**src/rtl/uart_img_loader_pkg.sv**
```systemverilog
`default_nettype none
// ============================================================================
// Module      : uart_img_loader_pkg
// Description : Shared FSM encodings and frame marker for the UART image loader.
// Revision    : 1.0 - initial release
// ============================================================================
package uart_img_loader_pkg;

  typedef logic [1:0] state_t;

  localparam state_t S_IDLE   = 2'd0;
  localparam state_t S_PIXELS = 2'd1;
  localparam state_t S_CHECK  = 2'd2;

  localparam logic [7:0] SOF_BYTE_DEFAULT = 8'hAA;

endpackage
`default_nettype wire

```
**src/rtl/loader_timeout.sv**
```systemverilog
`default_nettype none
// ============================================================================
// Module      : loader_timeout
// Description : Inter-byte idle counter; flags expiry when TIMEOUT is reached.
// Revision    : 1.0 - initial release
// ============================================================================
module loader_timeout #(
  parameter int unsigned  TIMEOUT = 1_200_000,
  localparam int unsigned CNT_W   = $clog2(TIMEOUT + 1)
) (
  input  logic clk,
  input  logic reset,
  input  logic clear,
  input  logic enable,
  output logic expired
);

  localparam logic [CNT_W-1:0] c_last = CNT_W'(TIMEOUT - 1);
  localparam logic [CNT_W-1:0] c_max  = CNT_W'(TIMEOUT);

  logic [CNT_W-1:0] r_cnt;

  always_ff @(posedge clk or posedge reset) begin
    if (reset) begin
      r_cnt <= '0;
    end else if (clear) begin
      r_cnt <= '0;
    end else if (enable && (r_cnt != c_max)) begin
      r_cnt <= r_cnt + 1'b1;
    end
  end

  // A byte arriving in the expiry cycle wins over the timeout.
  assign expired = enable && !clear && (r_cnt == c_last);

endmodule
`default_nettype wire

```
**src/rtl/uart_img_loader.sv**
```systemverilog
`default_nettype none
// ============================================================================
// Module      : uart_img_loader
// Description : Receives SOF + pixel bytes + XOR checksum, writes framebuffer.
// Revision    : 1.0 - initial release
// ============================================================================
module uart_img_loader
  import uart_img_loader_pkg::*;
#(
  parameter int unsigned  IMG_W    = 64,
  parameter int unsigned  IMG_H    = 48,
  parameter logic [7:0]   SOF_BYTE = SOF_BYTE_DEFAULT,
  parameter int unsigned  TIMEOUT  = 1_200_000,
  localparam int unsigned NPIX     = IMG_W * IMG_H,
  localparam int unsigned ADDR_W   = (NPIX > 1) ? $clog2(NPIX) : 1
) (
  input  logic              clk,
  input  logic              reset,
  input  logic              data_rdy,
  input  logic [7:0]        data,
  output logic              wr_en,
  output logic [ADDR_W-1:0] wr_addr,
  output logic [7:0]        wr_data,
  output logic              busy,
  output logic              frame_ok,
  output logic              frame_err
);

  localparam logic [ADDR_W-1:0] c_last_pix = ADDR_W'(NPIX - 1);

  state_t            r_state;
  state_t            w_next_state;
  logic [ADDR_W-1:0] r_pix_cnt;
  logic [7:0]        r_xor;
  logic              r_wr_en;
  logic [ADDR_W-1:0] r_wr_addr;
  logic [7:0]        r_wr_data;
  logic              r_frame_ok;
  logic              r_frame_err;

  logic              w_sof;
  logic              w_wr_en;
  logic              w_frame_ok;
  logic              w_frame_err;
  logic              w_to_clear;
  logic              w_to_en;
  logic              w_to_expired;

  assign w_sof      = (r_state == S_IDLE) && data_rdy && (data == SOF_BYTE);
  assign w_to_clear = data_rdy || (r_state == S_IDLE);
  assign w_to_en    = (r_state == S_PIXELS) || (r_state == S_CHECK);

  loader_timeout #(
    .TIMEOUT (TIMEOUT)
  ) u_timeout (
    .clk     (clk),
    .reset   (reset),
    .clear   (w_to_clear),
    .enable  (w_to_en),
    .expired (w_to_expired)
  );

  always_ff @(posedge clk or posedge reset) begin
    if (reset) begin
      r_state <= S_IDLE;
    end else begin
      r_state <= w_next_state;
    end
  end

  always_comb begin
    w_next_state = r_state;
    case (r_state)
      S_IDLE: begin
        if (w_sof) begin
          w_next_state = S_PIXELS;
        end
      end
      S_PIXELS: begin
        if (data_rdy) begin
          if (r_pix_cnt == c_last_pix) begin
            w_next_state = S_CHECK;
          end
        end else if (w_to_expired) begin
          w_next_state = S_IDLE;
        end
      end
      S_CHECK: begin
        if (data_rdy || w_to_expired) begin
          w_next_state = S_IDLE;
        end
      end
      default: w_next_state = S_IDLE;
    endcase
  end

  always_comb begin
    w_wr_en     = (r_state == S_PIXELS) && data_rdy;
    w_frame_ok  = (r_state == S_CHECK) && data_rdy && (data == r_xor);
    w_frame_err = ((r_state == S_CHECK) && data_rdy && (data != r_xor)) ||
                  ((r_state != S_IDLE) && w_to_expired);
  end

  // Pixel address counter, running checksum and registered write port.
  always_ff @(posedge clk or posedge reset) begin
    if (reset) begin
      r_pix_cnt   <= '0;
      r_xor       <= '0;
      r_wr_en     <= 1'b0;
      r_wr_addr   <= '0;
      r_wr_data   <= '0;
      r_frame_ok  <= 1'b0;
      r_frame_err <= 1'b0;
    end else begin
      r_wr_en     <= w_wr_en;
      r_frame_ok  <= w_frame_ok;
      r_frame_err <= w_frame_err;
      if (w_sof) begin
        r_pix_cnt <= '0;
        r_xor     <= '0;
      end else if (w_wr_en) begin
        r_wr_addr <= r_pix_cnt;
        r_wr_data <= data;
        r_xor     <= r_xor ^ data;
        r_pix_cnt <= (r_pix_cnt == c_last_pix) ? '0 : r_pix_cnt + 1'b1;
      end
    end
  end

  assign wr_en     = r_wr_en;
  assign wr_addr   = r_wr_addr;
  assign wr_data   = r_wr_data;
  assign busy      = (r_state == S_PIXELS) || (r_state == S_CHECK);
  assign frame_ok  = r_frame_ok;
  assign frame_err = r_frame_err;

endmodule
`default_nettype wire
```
**config.mk**
```make
export PLATFORM = sky130hd
export DESIGN_NAME = uart_img_loader
export DESIGN_NICKNAME = d
export VERILOG_FILES = /design/src/rtl/uart_img_loader_pkg.sv /design/src/rtl/loader_timeout.sv /design/src/rtl/uart_img_loader.sv
export SDC_FILE = /design/constraint.sdc
export NUM_CORES = 1
export LEC_CHECK = 0
export CAP_MARGIN = 10
export CORE_MARGIN = 4
export CORE_UTILIZATION = 63
export CTS_BUF_LIST = sky130_fd_sc_hd__clkbuf_8
export CTS_CLUSTER_DIAMETER = 100
export DETAILED_ROUTE_END_ITERATION = 8
export GPL_TIMING_DRIVEN = 0
export PLACE_DENSITY = 0.88
export SLEW_MARGIN = 20
export SYNTH_ARGS = -nofsm -noshare
export SYNTH_HDL_FRONTEND = slang
export SYNTH_SLANG_ARGS = --single-unit
```
**constraint.sdc**
```tcl
create_clock -name clk -period 5.9 [get_ports clk]
set_clock_uncertainty 0.05 [all_clocks]
set_input_delay 1.77 -clock clk [delete_from_list [all_inputs] [get_ports clk]]
set_output_delay 1.77 -clock clk [all_outputs]
set_load 0.01 [all_outputs]
```
## Word-level counts from Yosys, hierarchy flattened

Index checks and enable logic that the tools add are counted.

- Add/sub/neg operators: 2
- Equal/unequal tests: 12
- Mux-type cells: 13
- Bitwise logic cells: 2
- Reduce and logical (&&, ||, !) cells: 21

Operator list:

| kind | count |
|---|---|
| two-way mux 21 bit | 2 |
| two-way mux 12 bit | 3 |
| adder 21 x 1 -> 21 bit, second input constant | 1 |
| == test 21 bit, second input constant | 1 |
| inequality test 21 bit, second input constant | 1 |
| two-way mux 8 bit | 2 |
| adder 12 x 1 -> 12 bit, second input constant | 1 |
| == test 12 bit, second input constant | 1 |
| logical AND 1 bit | 10 |
| two-way mux 2 bit | 5 |
| == test 8 bit | 1 |
| == test 8 bit, second input constant | 1 |
| inequality test 8 bit | 1 |
| XOR 8 bit | 1 |
| inequality test 3 bit, second input constant | 2 |
| case mux 2 bit (3 select lines) | 1 |
| nonzero test 2 bit | 3 |
| logical OR 1 bit | 4 |
| inequality test 2 bit, second input constant | 2 |
| AND reduction 4 bit | 1 |
| == test 2 x 1 -> 1 bit, second input constant | 1 |
| == test 2 bit, second input constant | 1 |
| zero test 2 bit | 1 |
| AND reduction 2 bit | 1 |
| other kinds (2) | 2 |

- Bits in registers: 66
- Input bits: 11
- Word-level logic and storage cells: 59

## Depth between registers and ports, before layout

Gate-level depths: netlist of the first run.

- Word-level depth: 8
- Gate-level depth with buffers: 9
- Mapped depth without buffers: 7

## By module

From an unflattened synthesis of the first run, not the netlist that was laid out.

- Cells, all modules: 318
- Area total of the unflattened synthesis: 3321.9 um^2

By module, submodules not included:

| module | times used | cells each | area each (um^2) |
|---|---|---|---|
| uart_img_loader | 1 | 193 | 2159.6 |
| loader_timeout | 1 | 125 | 1162.4 |

## Least setup slack after synthesis of the first run

No wires, ideal clock.

- Path type: input to register
- Start point: input data_rdy
- End point: register r_state[1]
- Setup time: 126 ps
- Arrival: 2960 ps
- Data required time: 5724 ps
- Path slack: 2764 ps
- Stages on the path: 5
- Buffers on the path: 1
- Path through: or2_1 -> buf_6 -> or3_1 -> o21a_1 -> o32a_1

- Cells in the longest elaborated chain, start to end: 7
- Elaborated cells on any way between the ends: 14
- Classes of those cells: eq/ne: 4; mux: 2; reduce/logical: 8

RTL lines:

| element | line | RTL |
|---|---|---|
| start: declaration | uart_img_loader.sv:19 | `input logic data_rdy,` |
| logical OR 1 bit | uart_img_loader.sv:50 | `assign w_to_clear = data_rdy \|\| (r_state == S_IDLE);` |
| zero test 1 bit | loader_timeout.sv:34 | `assign expired = enable && !clear && (r_cnt == c_last);` |
| logical AND 1 bit (2 in a row) | loader_timeout.sv:34 |  |
| logical OR 1 bit | uart_img_loader.sv:89 | `if (data_rdy \|\| w_to_expired) begin` |
| inequality test 2 bit (no source line) | n/a |  |
| AND reduction 4 bit (no source line) | n/a |  |
| end signal: assignment | uart_img_loader.sv:67 | `r_state <= w_next_state;` |
| end: declaration | uart_img_loader.sv:31 | `state_t r_state;` |

Several ways; a longest one is shown, not always the timed one.
A chain may end at the register's enable or synchronous reset.

## Worst setup path after layout of the first run

- Start point: input data_rdy
- End point: register r_xor[2]

- Elaborated cells on any way between the ends: 5
- Classes of those cells: mux: 1; reduce/logical: 4

RTL lines:

| element | line | RTL |
|---|---|---|
| logical AND 1 bit | uart_img_loader.sv:98 | `w_wr_en = (r_state == S_PIXELS) && data_rdy;` |
| named net w_wr_en | uart_img_loader.sv:42 | `logic w_wr_en;` |
| nonzero test 2 bit (no source line) | n/a |  |
| end signal: assignment | uart_img_loader.sv:124 | `r_xor <= r_xor ^ data;` |
| end: declaration | uart_img_loader.sv:34 | `logic [7:0] r_xor;` |

The timed path passes the listed nets, and every way through them passes these cells.

==> results by group, run 1 <==
Status
  – Run status: finished, final reports clean

Hold path
  – HP Start: wr_addr[8]
  – Class of the worst hold path: reg -> reg

Detailed routing
  – DR WL/cell: between 10 and 15 um
  – DRT Pass-1 Iters: 5
  – DRC Markers: 0
  – Antenna viol nets, final: 0
  – Via count: 2720
  – WL final: around 7100 um
  – Vias per Instance: about 5.8
  – Initial drt markers: approximately 220

STA
  – Final Hold Viols: 0
  – RSZ-0062 raised after global routing: no
  – Slew @ Worst Pin: just over 800 ps
  – Fin. max-slew vios: 0
  – Setup TNS after final layout: 0 ps
  – Crit share post-route: 0.596
  – Setup Viol. Count Final: 0
  – Fmax: roughly 0.28 GHz
  – Slew HR: 0.457
  – Fin crit period: roughly 3500 ps

Clocking
  – TritonCTS clock tree: yes
  – CTS max path bufs: 2
  – # Post-CTS Setup Buffers: 0
  – Hold-fix buffers, CTS: 0
  – Latest clock arrival within the worst-skew pair: approximately 350 ps
  – Reg clk slew, reported paths: about 70 ps
  – Clk sinks: 66
  – Post-CTS sizing: 0
  – H-tree Lvls: 3
  – CTS Buf Count: 9
  – Root Buffer: clkbuf_8

Floorplan
  – Core Region: ~4800 um2
  – Die Width: 79.8 um
  – Starting density of the core: 0.670
  – Die height: 79.8 um
  – Die ar.: around 6400 um2
  – FP Rows: 25
  – IO Pins: 35

Placed design
  – Gp weighted congestion: a little over 0.9
  – HPWL Detailed: 4970 um
  – Port bufs: 34
  – Placement Cell Area: around 3700 um2

Yosys
  – Yosys warnings: 0
  – Unique cell type count in the Yosys netlist: 42
  – Top cells by area, synth: dfrtp_1 (51%), nand2_1 (9.6%), xor2_1 (8.1%)
  – Synth top area share: 0.508
  – Register area share after synthesis: 0.508
  – Top_reg_cell synth: dfrtp_1
  – Synth area leader: dfrtp_1
  – Syn nets: between 300 and 400
  – Synthesized instance count: about 350
  – Syn Area/Cell: ~9.2 um2
  – Ys async rst share: 1.00
  – Seq cells post-synth: 66
  – Synth Cell Area: roughly 3200 um2
  – Number of flops mapped to enable cells by yosys: 0

Setup path
  – Crit path DAT: about 3700 ps
  – CP Max Fanout: 10
  – R2r startpoint: r_state[0]
  – Startpoint Class: input pin
  – CP endpoint kind: register
  – Worst Setup SP: data_rdy
  – WS Path Type: in -> reg
  – Reg2reg setup slack: between 3000 and 4000 ps
  – WP data required: slightly above 6000 ps

Layout
  – Ant diodes: 0
  – Fraction of layout cells with a size suffix above 1: 0.0594
  – FILL cells: approximately 330
  – Util after Layout: 0.800
  – Synth-to-layout area growth: 19.4%
  – # nets final: 416
  – Finished Cell Area: 3880 um2

Power and ir drop
  – PD cells: approximately 290 nW/um2
  – Max VDD drop: around 0.19 mV
  – P_leak: roughly 1.7 nW

GRT
  – Global-route wire length before repair: ~12000 um
  – Largest net degree at the start of global routing: 38
  – Remaining Overflow, GRT: 0
  – Vias in the first global route: around 2.6k
  – Antenna violations before repair: 0
  – Gr usage total: 0.249

Run
  – Max-cap viol count: 0
[sequential cells by signal (all words and copies together), names as in the netlist]
register	cells
u_timeout.r_cnt	21
r_pix_cnt	12
wr_addr	12
r_xor	8
wr_data	8
r_state	2
frame_err	1
frame_ok	1
wr_en	1
[report_power, final]
group / leakage, nW / switching, mW / internal, mW / total [mW]
Sequential: 0.908 / 0.0441 / 0.507 / 0.551
Combinational: 0.723 / 0.103 / 0.105 / 0.208
Clock: 0.105 / 0.168 / 0.183 / 0.350
[cell usage in the layout, fill, tap and decap left out, types with 2 or more instances in the layout]
cell type / n
buf_2: 4
nor4_1: 6
and3_1: 3
o211ai_1: 3
nor2_1: 39
dfrtp_1: 66
nand4b_1: 2
nand4_1: 13
nand3_1: 21
inv_1: 8
and4_1: 4
nor3_1: 5
a22o_1: 2
clkbuf_8: 12
nand2_1: 83
clkdlybuf4s50_1: 34
a21oi_1: 3
xnor2_1: 5
or3_1: 8
xor2_1: 30
and2_1: 4
o21ai_0: 11
clkinv_2: 2
clkbuf_1: 6
ha_1: 6
nor2b_1: 3
[cell usage after synthesis, drive strengths merged, types with 2 or more instances]
cell / n
a21oi: 3
a22o: 2
and2: 4
and3: 3
and4: 4
buf: 6
clkbuf: 6
dfrtp: 66
ha: 6
inv: 7
nand2: 83
nand3: 21
nand4: 14
nand4b: 2
nor2: 39
nor2b: 3
nor3: 5
nor4: 7
o211ai: 3
o21ai: 12
or3: 8
xnor2: 5
xor2: 30
[metrics by stage]
step	setup WS, ps	total power, mW	instances	hold WS (ps)
2_1_floorplan	2430	0.663	353	420
3_5_place_dp	2070	0.765	455	412
3_3_place_gp	1380	0.753	454	406
5_1_grt	2260	1.16	471	444
4_1_cts	2410	1.11	471	429
6_report	2380	1.11	471	422
[metal layers]
layer  up-vias  part of all wire  GRT usage
met5         -                 0          0
met4         0             0.023      0.120
met3        18             0.069     0.0463
met2       118              0.45      0.378
met1      1296              0.46      0.346
li1       1288                 -          -
[final timing paths]
check	depth (start not counted)	endpoint
max reg2reg	7	r_state[1]
min	2	wr_addr[8]
max	7	r_xor[2]
min reg2reg	2	wr_addr[8]
min in group asynchronous	2	u_timeout.r_cnt[20]
max in group asynchronous	3	r_state[1]
[worst max-delay path: stages]
cell             delay (ps)
clkdlybuf4s50_1         630
and2_1                  170
buf_2                   200
buf_1                   420
nand2_1                 210
xor2_1                  200
nor2_1                   60
[cell families (layout without fill, tap and decap cells)]
logic type,Yosys count,in the layout,share of synthesized area
fa+ha+maj,6,6,0.0231
flops,66,66,0.508
buf+inv,19,70,0.0258
compound gates,26,26,0.0508
xor+xnor,35,35,0.0943
mux,2,2,0.00655
simple gates,199,199,0.291
[final cells by class]
class                           count  area, um2  area share
Buffer                             12       57.6      0.0148
Clock buffer                       12        165      0.0426
Clock inverter                      4       17.5     0.00452
Inverter                            7       28.8     0.00742
Multi-Input combinational cell    268       1510       0.390
Sequential cell                    66       1650       0.426
Tap cell                           67       83.8      0.0216
Timing Repair Buffer               35        360      0.0929
Power figures use the tool's default switching activity.
==> run 2: changes to the inputs <==
CORE_UTILIZATION = 58   (was 63)
PLACE_DENSITY = 0.82   (was 0.88)
clock period = 3.3 ns   (was 5.9 ns; I/O delays follow)
==> run 2 against run 1 <==
Worst hold slack about the same. Cell count up 0.64%. Critical path depth down 1. Sequential share of layout area down 0.52 points. Clock power up 110%. Die area up 7.7%.
==> results by group, run 2 (synthesized netlist as in run 1, its figures left out) <==
Layout
  – Ant diodes: 0 (unchanged)
  – Sequential cell area: 1650 um2 (unchanged)
  – Most frequent cells in the layout: nand2_1 (83), dfrtp_1 (66), nor2_1 (39)
  – Most common cell after layout, fill and taps aside: nand2_1
  – Largest register FFs: 21 (unchanged)
  – Most flops, register: u_timeout.r_cnt
  – Fraction of layout cells with a size suffix above 1: 0.0619 (+0.00248)
  – FILL cells: 387 (+18%)
  – Synth-to-layout area growth: 20.8%
  – Util after Layout: 0.745 (-0.0550)
  – Multi-input gate area: 1510 um2 (unchanged)
  – # nets final: 416 (unchanged)

GRT
  – Gr usage total: 0.229 (-0.0203)
  – Vias in the first global route: 2628 (-0.15%)
  – Remaining Overflow, GRT: 0 (unchanged)
  – Grt met3 use: 0.0455 (-0.000731)
  – Met2 usage in global routing: 0.321 (-0.0567)
  – GR peak layer: met1
  – Global-route wire length before repair: 12700 um (+3.7%)
  – Antenna violations before repair: 0 (unchanged)
  – Largest net degree at the start of global routing: 56 (+47%)
  – Met1 Usage GRT: 0.334 (-0.0116)

Detailed routing
  – DRC Markers: 0 (unchanged)
  – Vias per Instance: 5.67 (-1.8%)
  – WL final: 7150 um (+1.4%)
  – Antenna viol nets, final: 0 (unchanged)
  – DRT Pass-1 Iters: 5 (unchanged)
  – DR WL/cell: 15.1 um (+0.78%)
  – Via count: 2687 (-1.2%)
  – Initial drt markers: 209 (-6.3%)

Power and ir drop
  – Internal power: 1.54 mW (+93%)
  – Max VDD drop: 0.376 mV (+95%)
  – Net Switching: 0.564 mW (+79%)
  – PD cells: 535 nW/um2 (+87%)
  – Clock share of power: 0.355 (+0.039)
  – Sw frac: 0.269 (-0.0151)
  – Sequential Power Share: 0.467 (-0.030)
  – Comb power frac: 0.178 (-0.010)
  – P_leak: 1.75 nW (+0.69%)

Floorplan
  – Starting density of the core: 0.617 (-0.0536)
  – Die Width: 82.9 um (+3.8%)
  – Core Region: 5270 um2 (+8.7%)
  – Die ar.: 6860 um2 (+7.7%)
  – IO Pins: 35 (unchanged)
  – FP Rows: 26 (+4.0%)
  – Die height: 82.9 um (+3.8%)

Hold path
  – Class of the worst hold path: reg -> reg

Clocking
  – Hold-fix buffers, CTS: 0 (unchanged)
  – Reg clk slew, reported paths: 70 ps (about the same)
  – TritonCTS clock tree: yes
  – CTS Buf Count: 9 (unchanged)
  – # Post-CTS Setup Buffers: 0 (unchanged)
  – Post-CTS sizing: 0 (unchanged)
  – CTS max path bufs: 2 (unchanged)
  – Latest clock arrival within the worst-skew pair: 340 ps (about the same)
  – Root Buffer: clkbuf_8
  – H-tree Lvls: 3 (unchanged)
  – Clk sinks: 66 (unchanged)

STA
  – Slew HR: 0.456 (-0.00124)
  – Fin. max-slew vios: 0 (unchanged)
  – Final Hold Viols: 0 (unchanged)
  – Setup TNS after final layout: 0 ps (unchanged)
  – Slew @ Worst Pin: 809 ps (+1.85 ps)
  – Crit share post-route: 0.833
  – Setup Viol. Count Final: 0 (unchanged)
  – Post-route setup slack: 553 ps (-1830 ps)
  – Fmax: around 0.36 GHz
  – RSZ-0062 raised after global routing: no
  – Fin crit period: 2750 ps

Setup path
  – WP data required: 3480 ps (-2580 ps)
  – CP max stage delay: 570 ps (-60 ps)
  – Crit path DAT: 2920 ps (-750 ps)
  – Crit path cell chain: clkdlybuf4s50_1 > or2_1 > buf_6 > or3_1 > o21a_1 > o32a_1
  – Critical path's slowest cell: clkdlybuf4s50_1
  – CP endpoint kind: register
  – CP Max Fanout: 10 (unchanged)
  – WS Path Type: in -> reg
  – Startpoint Class: input pin

Placed design
  – Post-Place Setup Slack: 215 ps (-1850 ps)
  – Port bufs: 34 (unchanged)
  – Gp weighted congestion: 0.883 (-3.8%)
  – HPWL Detailed: 4880 um (-1.7%)

Run
  – Max-cap viol count: 0 (unchanged)

Status
  – Run status: finished, final reports clean
run 2: cell types whose count changed in the layout (fill, tap and decap cells not counted):
cell	before	now
clkinvlp_4	0	1
buf_16	0	1
inv_1	8	7
clkbuf_8	12	10
buf_12	1	0
bufinv_16	0	2
run 2: per-layer routing:
layer  vias up  wire (um)  share of wire
met5         -          0              0
li1       1291          -              -
met2        85       3180           0.44
met3        11        407          0.057
met1      1300       3430           0.48
met4         0        136          0.019
run 2: path summary, 6_finish.rpt:
path	start	end	slack, ps	cells after the start
hold / removal	wr_addr[6]	wr_addr[6]	420	2
setup / recovery	data_rdy	r_state[1]	550	6
min in group asynchronous	reset	u_timeout.r_cnt[20]	870	2
hold reg to reg	wr_addr[6]	wr_addr[6]	420	2
max in group asynchronous	reset	r_state[1]	1810	3
setup reg to reg	r_state[0]	r_state[1]	960	7
run 2: per-stage QoR:
step | cells | cell area, um2 | hold WS (ps) | total power, mW
after floorplan | 353 | 3250 | 420 | 1.18
after global placement | 457 | 3680 | 406 | 1.35
after detailed placement | 458 | 3710 | 412 | 1.37
after CTS | 474 | 3930 | 429 | 2.11
after global routing | 474 | 3930 | 444 | 2.22
final | 474 | 3930 | 422 | 2.10
run 2: power groups by stage:
| stage | logic, mW | registers (mW) | clock network [mW] |
|---|---|---|---|
| 3_5_place_dp | 0.372 | 0.995 | 0 |
| 2_1_floorplan | 0.176 | 1.01 | 0 |
| 4_1_cts | 0.376 | 0.981 | 0.756 |
| 3_3_place_gp | 0.355 | 0.992 | 0 |
| 5_1_grt | 0.420 | 0.997 | 0.800 |
| 6_report | 0.374 | 0.981 | 0.745 |
run 2: worst max-delay path, delay by kind of cell:
| family | cells | cell delay [ps] |
|---|---|---|
| compound gates | 2 | 550 |
| simple gates | 2 | 660 |
| buf+inv | 2 | 720 |
run 2: final cells by class:
type                            count  area share
Buffer                             12      0.0147
Multi-Input combinational cell    268       0.386
Inverter                            7     0.00733
Sequential cell                    66       0.421
Clock inverter                      6      0.0207
Timing Repair Buffer               35      0.0937
Clock buffer                       10      0.0351
Tap cell                           70      0.0223
==> run 3: changes to the inputs <==
CORE_UTILIZATION = 53   (was 58)
PLACE_DENSITY = 0.79   (was 0.82)
clock period = 2.3 ns   (was 3.3 ns; I/O delays follow)
==> run 3 against run 2 <==
Global-route usage decreased by 1.6 points. Sequential share of layout area shrank 0.54 points. Cell count grew 1.1%. Clock power rose by 44%. Die area is 8.5% higher. Sequential cell count stayed put. Utilization down 7.3 points. Routed wire length decreased by 1.4%. Critical path depth stayed put. Non-clock buffer count grew 1.
==> results by group, run 3 (synthesized netlist as in run 1, its figures left out) <==
Detailed routing
  – Initial drt markers: 177 (-15%)
  – Via count: 2664 (-0.86%)
  – DR WL/cell: 14.7 um (-2.4%)
  – DRC Markers: 0 (unchanged)
  – DRT Pass-1 Iters: 4 (-1)
  – Vias per Instance: 5.56 (-1.9%)
  – Antenna viol nets, final: 0 (unchanged)
  – WL final: 7060 um (-1.4%)

STA
  – Fin. max-slew vios: 0 (unchanged)
  – RSZ-0062 raised after global routing: no
  – Setup Viol. Count Final: 0 (unchanged)
  – Post-route setup slack: 80.2 ps (-472 ps)
  – Slew @ Worst Pin: 766 ps (-43.0 ps)
  – Slew HR: 0.485 (+0.0290)
  – Final Hold Viols: 0 (unchanged)
  – Fin crit period: roughly 2200 ps
  – Fmax: between 0.4 and 0.5 GHz
  – Crit share post-route: 0.965

Layout
  – Most flops, register: u_timeout.r_cnt
  – FILL cells: 481 (+24%)
  – Number of cells in the finished layout apart from fillers: 479 (+1.1%)
  – Synth-to-layout area growth: 22.4%
  – Fraction of layout cells with a size suffix above 1: 0.0718 (+0.00990)
  – Largest register FFs: 21 (unchanged)
  – Most common cell after layout, fill and taps aside: nand2_1
  – # nets final: 417 (+0.24%)
  – Most frequent cells in the layout: nand2_1 (82), dfrtp_1 (66), nor2_1 (39)
  – Ant diodes: 0 (unchanged)

Clocking
  – Reg clk slew, reported paths: 60 ps (about the same)
  – # Post-CTS Setup Buffers: 0 (unchanged)
  – CTS max path bufs: 2 (unchanged)
  – Latest clock arrival within the worst-skew pair: 340 ps (about the same)
  – TritonCTS clock tree: yes
  – Root Buffer: clkbuf_8
  – Hold-fix buffers, CTS: 0 (unchanged)
  – CTS Buf Count: 9 (unchanged)
  – Clk sinks: 66 (unchanged)
  – H-tree Lvls: 3 (unchanged)

Power and ir drop
  – Max VDD drop: 0.579 mV (+54%)
  – PD cells: 758 nW/um2 (+42%)
  – P_leak: 1.78 nW (+2.1%)

Setup path
  – WS Path Type: in -> reg
  – CP Max Fanout: 9 (-1)
  – WP data required: 2470 ps (-1010 ps)
  – Worst Setup SP: data[4]
  – CP max stage delay: 480 ps (-90 ps)
  – R2r startpoint: r_state[0]
  – Startpoint Class: input pin
  – Crit path DAT: 2390 ps (-530 ps)
  – CP endpoint kind: register
  – Crit path cell chain: clkdlybuf4s50_1 > nand4bb_4 > o31a_1 > buf_2 > and2_1 > mux2_2
  – Critical path's slowest cell: clkdlybuf4s50_1

Hold path
  – HP Start: wr_addr[9]
  – Class of the worst hold path: reg -> reg

Placed design
  – Port bufs: 34 (unchanged)
  – HPWL Detailed: 5120 um (+4.7%)
  – Post-Place Setup Slack: -483 ps (-698 ps)
  – Gp weighted congestion: 0.895 (+1.3%)
  – # placed instances: 464 (+1.3%)

Floorplan
  – IO Pins: 35 (unchanged)
  – Starting density of the core: 0.549 (-0.0678)
  – Die ar.: 7450 um2 (+8.5%)
  – Die Width: 86.3 um (+4.2%)
  – Core Region: 5920 um2 (+12%)
  – FP Rows: 28 (+7.7%)
  – Die height: 86.3 um (+4.2%)

Run
  – Max-cap viol count: 0 (unchanged)

GRT
  – Remaining Overflow, GRT: 0 (unchanged)
  – Antenna violations before repair: 0 (unchanged)
  – Largest net degree at the start of global routing: 31 (-45%)
  – Gr usage total: 0.213 (-0.0162)
  – Global-route wire length before repair: 12500 um (-0.92%)
  – Vias in the first global route: 2607 (-0.80%)

Status
  – Run status: finished, final reports clean
run 3: cell count changes in the layout (fill, tap and decap cells not counted), sizes merged:
cell / previous run / this run
clkbuf: 16 / 19
clkdlybuf4s50: 34 / 31
clkinv: 2 / 0
dlygate4sd2: 0 / 2
buf: 7 / 6
dlymetal6s2s: 0 / 1
run 3: timing repair:
action                                 4_1_cts  5_1_grt
setup endpoints to repair                   15       35
pin swaps                                    0        1
gates resized for setup                      3        8
endpoints found under the hold margin        0        0
run 3: through the flow:
stage | utilization | cell area [um2] | total power, mW | hold slack [ps] | TNS, ps
after CTS | 0.666 | 3950 | 3.04 | 428 | 0
after detailed placement | 0.630 | 3730 | 1.97 | 412 | -13360
after global placement | 0.623 | 3690 | 1.94 | 408 | -12960
after floorplan | - | 3250 | 1.70 | 420 | 0
after global routing | 0.672 | 3980 | 3.18 | 449 | 0
final | 0.672 | 3980 | 3.02 | 424 | 0
run 3: path summary, 6_finish.rpt:
check | endpoint | depth (start not counted) | slack (ps)
setup / recovery | r_pix_cnt[0] | 6 | 80
hold / removal | wr_addr[9] | 2 | 420
setup reg to reg | r_state[1] | 7 | 120
hold reg to reg | wr_addr[9] | 2 | 420
max in group asynchronous | r_xor[1] | 4 | 940
min in group asynchronous | u_timeout.r_cnt[18] | 2 | 610
run 3: final cells by class:
| cell class | count | area, um2 | share of cell area |
|---|---|---|---|
| flip-flops and latches | 66 | 1650 | 0.415 |
| multi-input cells | 268 | 1540 | 0.387 |
| well taps | 75 | 93.8 | 0.0236 |
| clock inverters | 4 | 67.6 | 0.0170 |
| inverters | 7 | 30.0 | 0.00755 |
| clock buffers | 11 | 151 | 0.0381 |
| plain buffers | 12 | 65.1 | 0.0164 |
| repair buffers | 36 | 380 | 0.0956 |
run 3: report_power, final:
group / total (mW) / switching [mW] / internal (mW)
sequential: 1.42 / 0.115 / 1.30
clock: 1.07 / 0.410 / 0.656
combinational: 0.533 / 0.259 / 0.274
run 3: critical path: cells and delay by family:
family / cells / cell delay (ps)
AO/OA/AOI/OAI: 1 / 290
buffers and inverters: 2 / 640
multiplexers: 1 / 280
AND/OR/NAND/NOR: 2 / 490
run 3: per-layer routing:
metal	track usage	wire, um	vias up
met2	0.325	3130	87
met5	0	0	-
met3	0.0466	501	15
met4	0.0708	160	0
li1	-	-	1292
met1	0.304	3270	1270
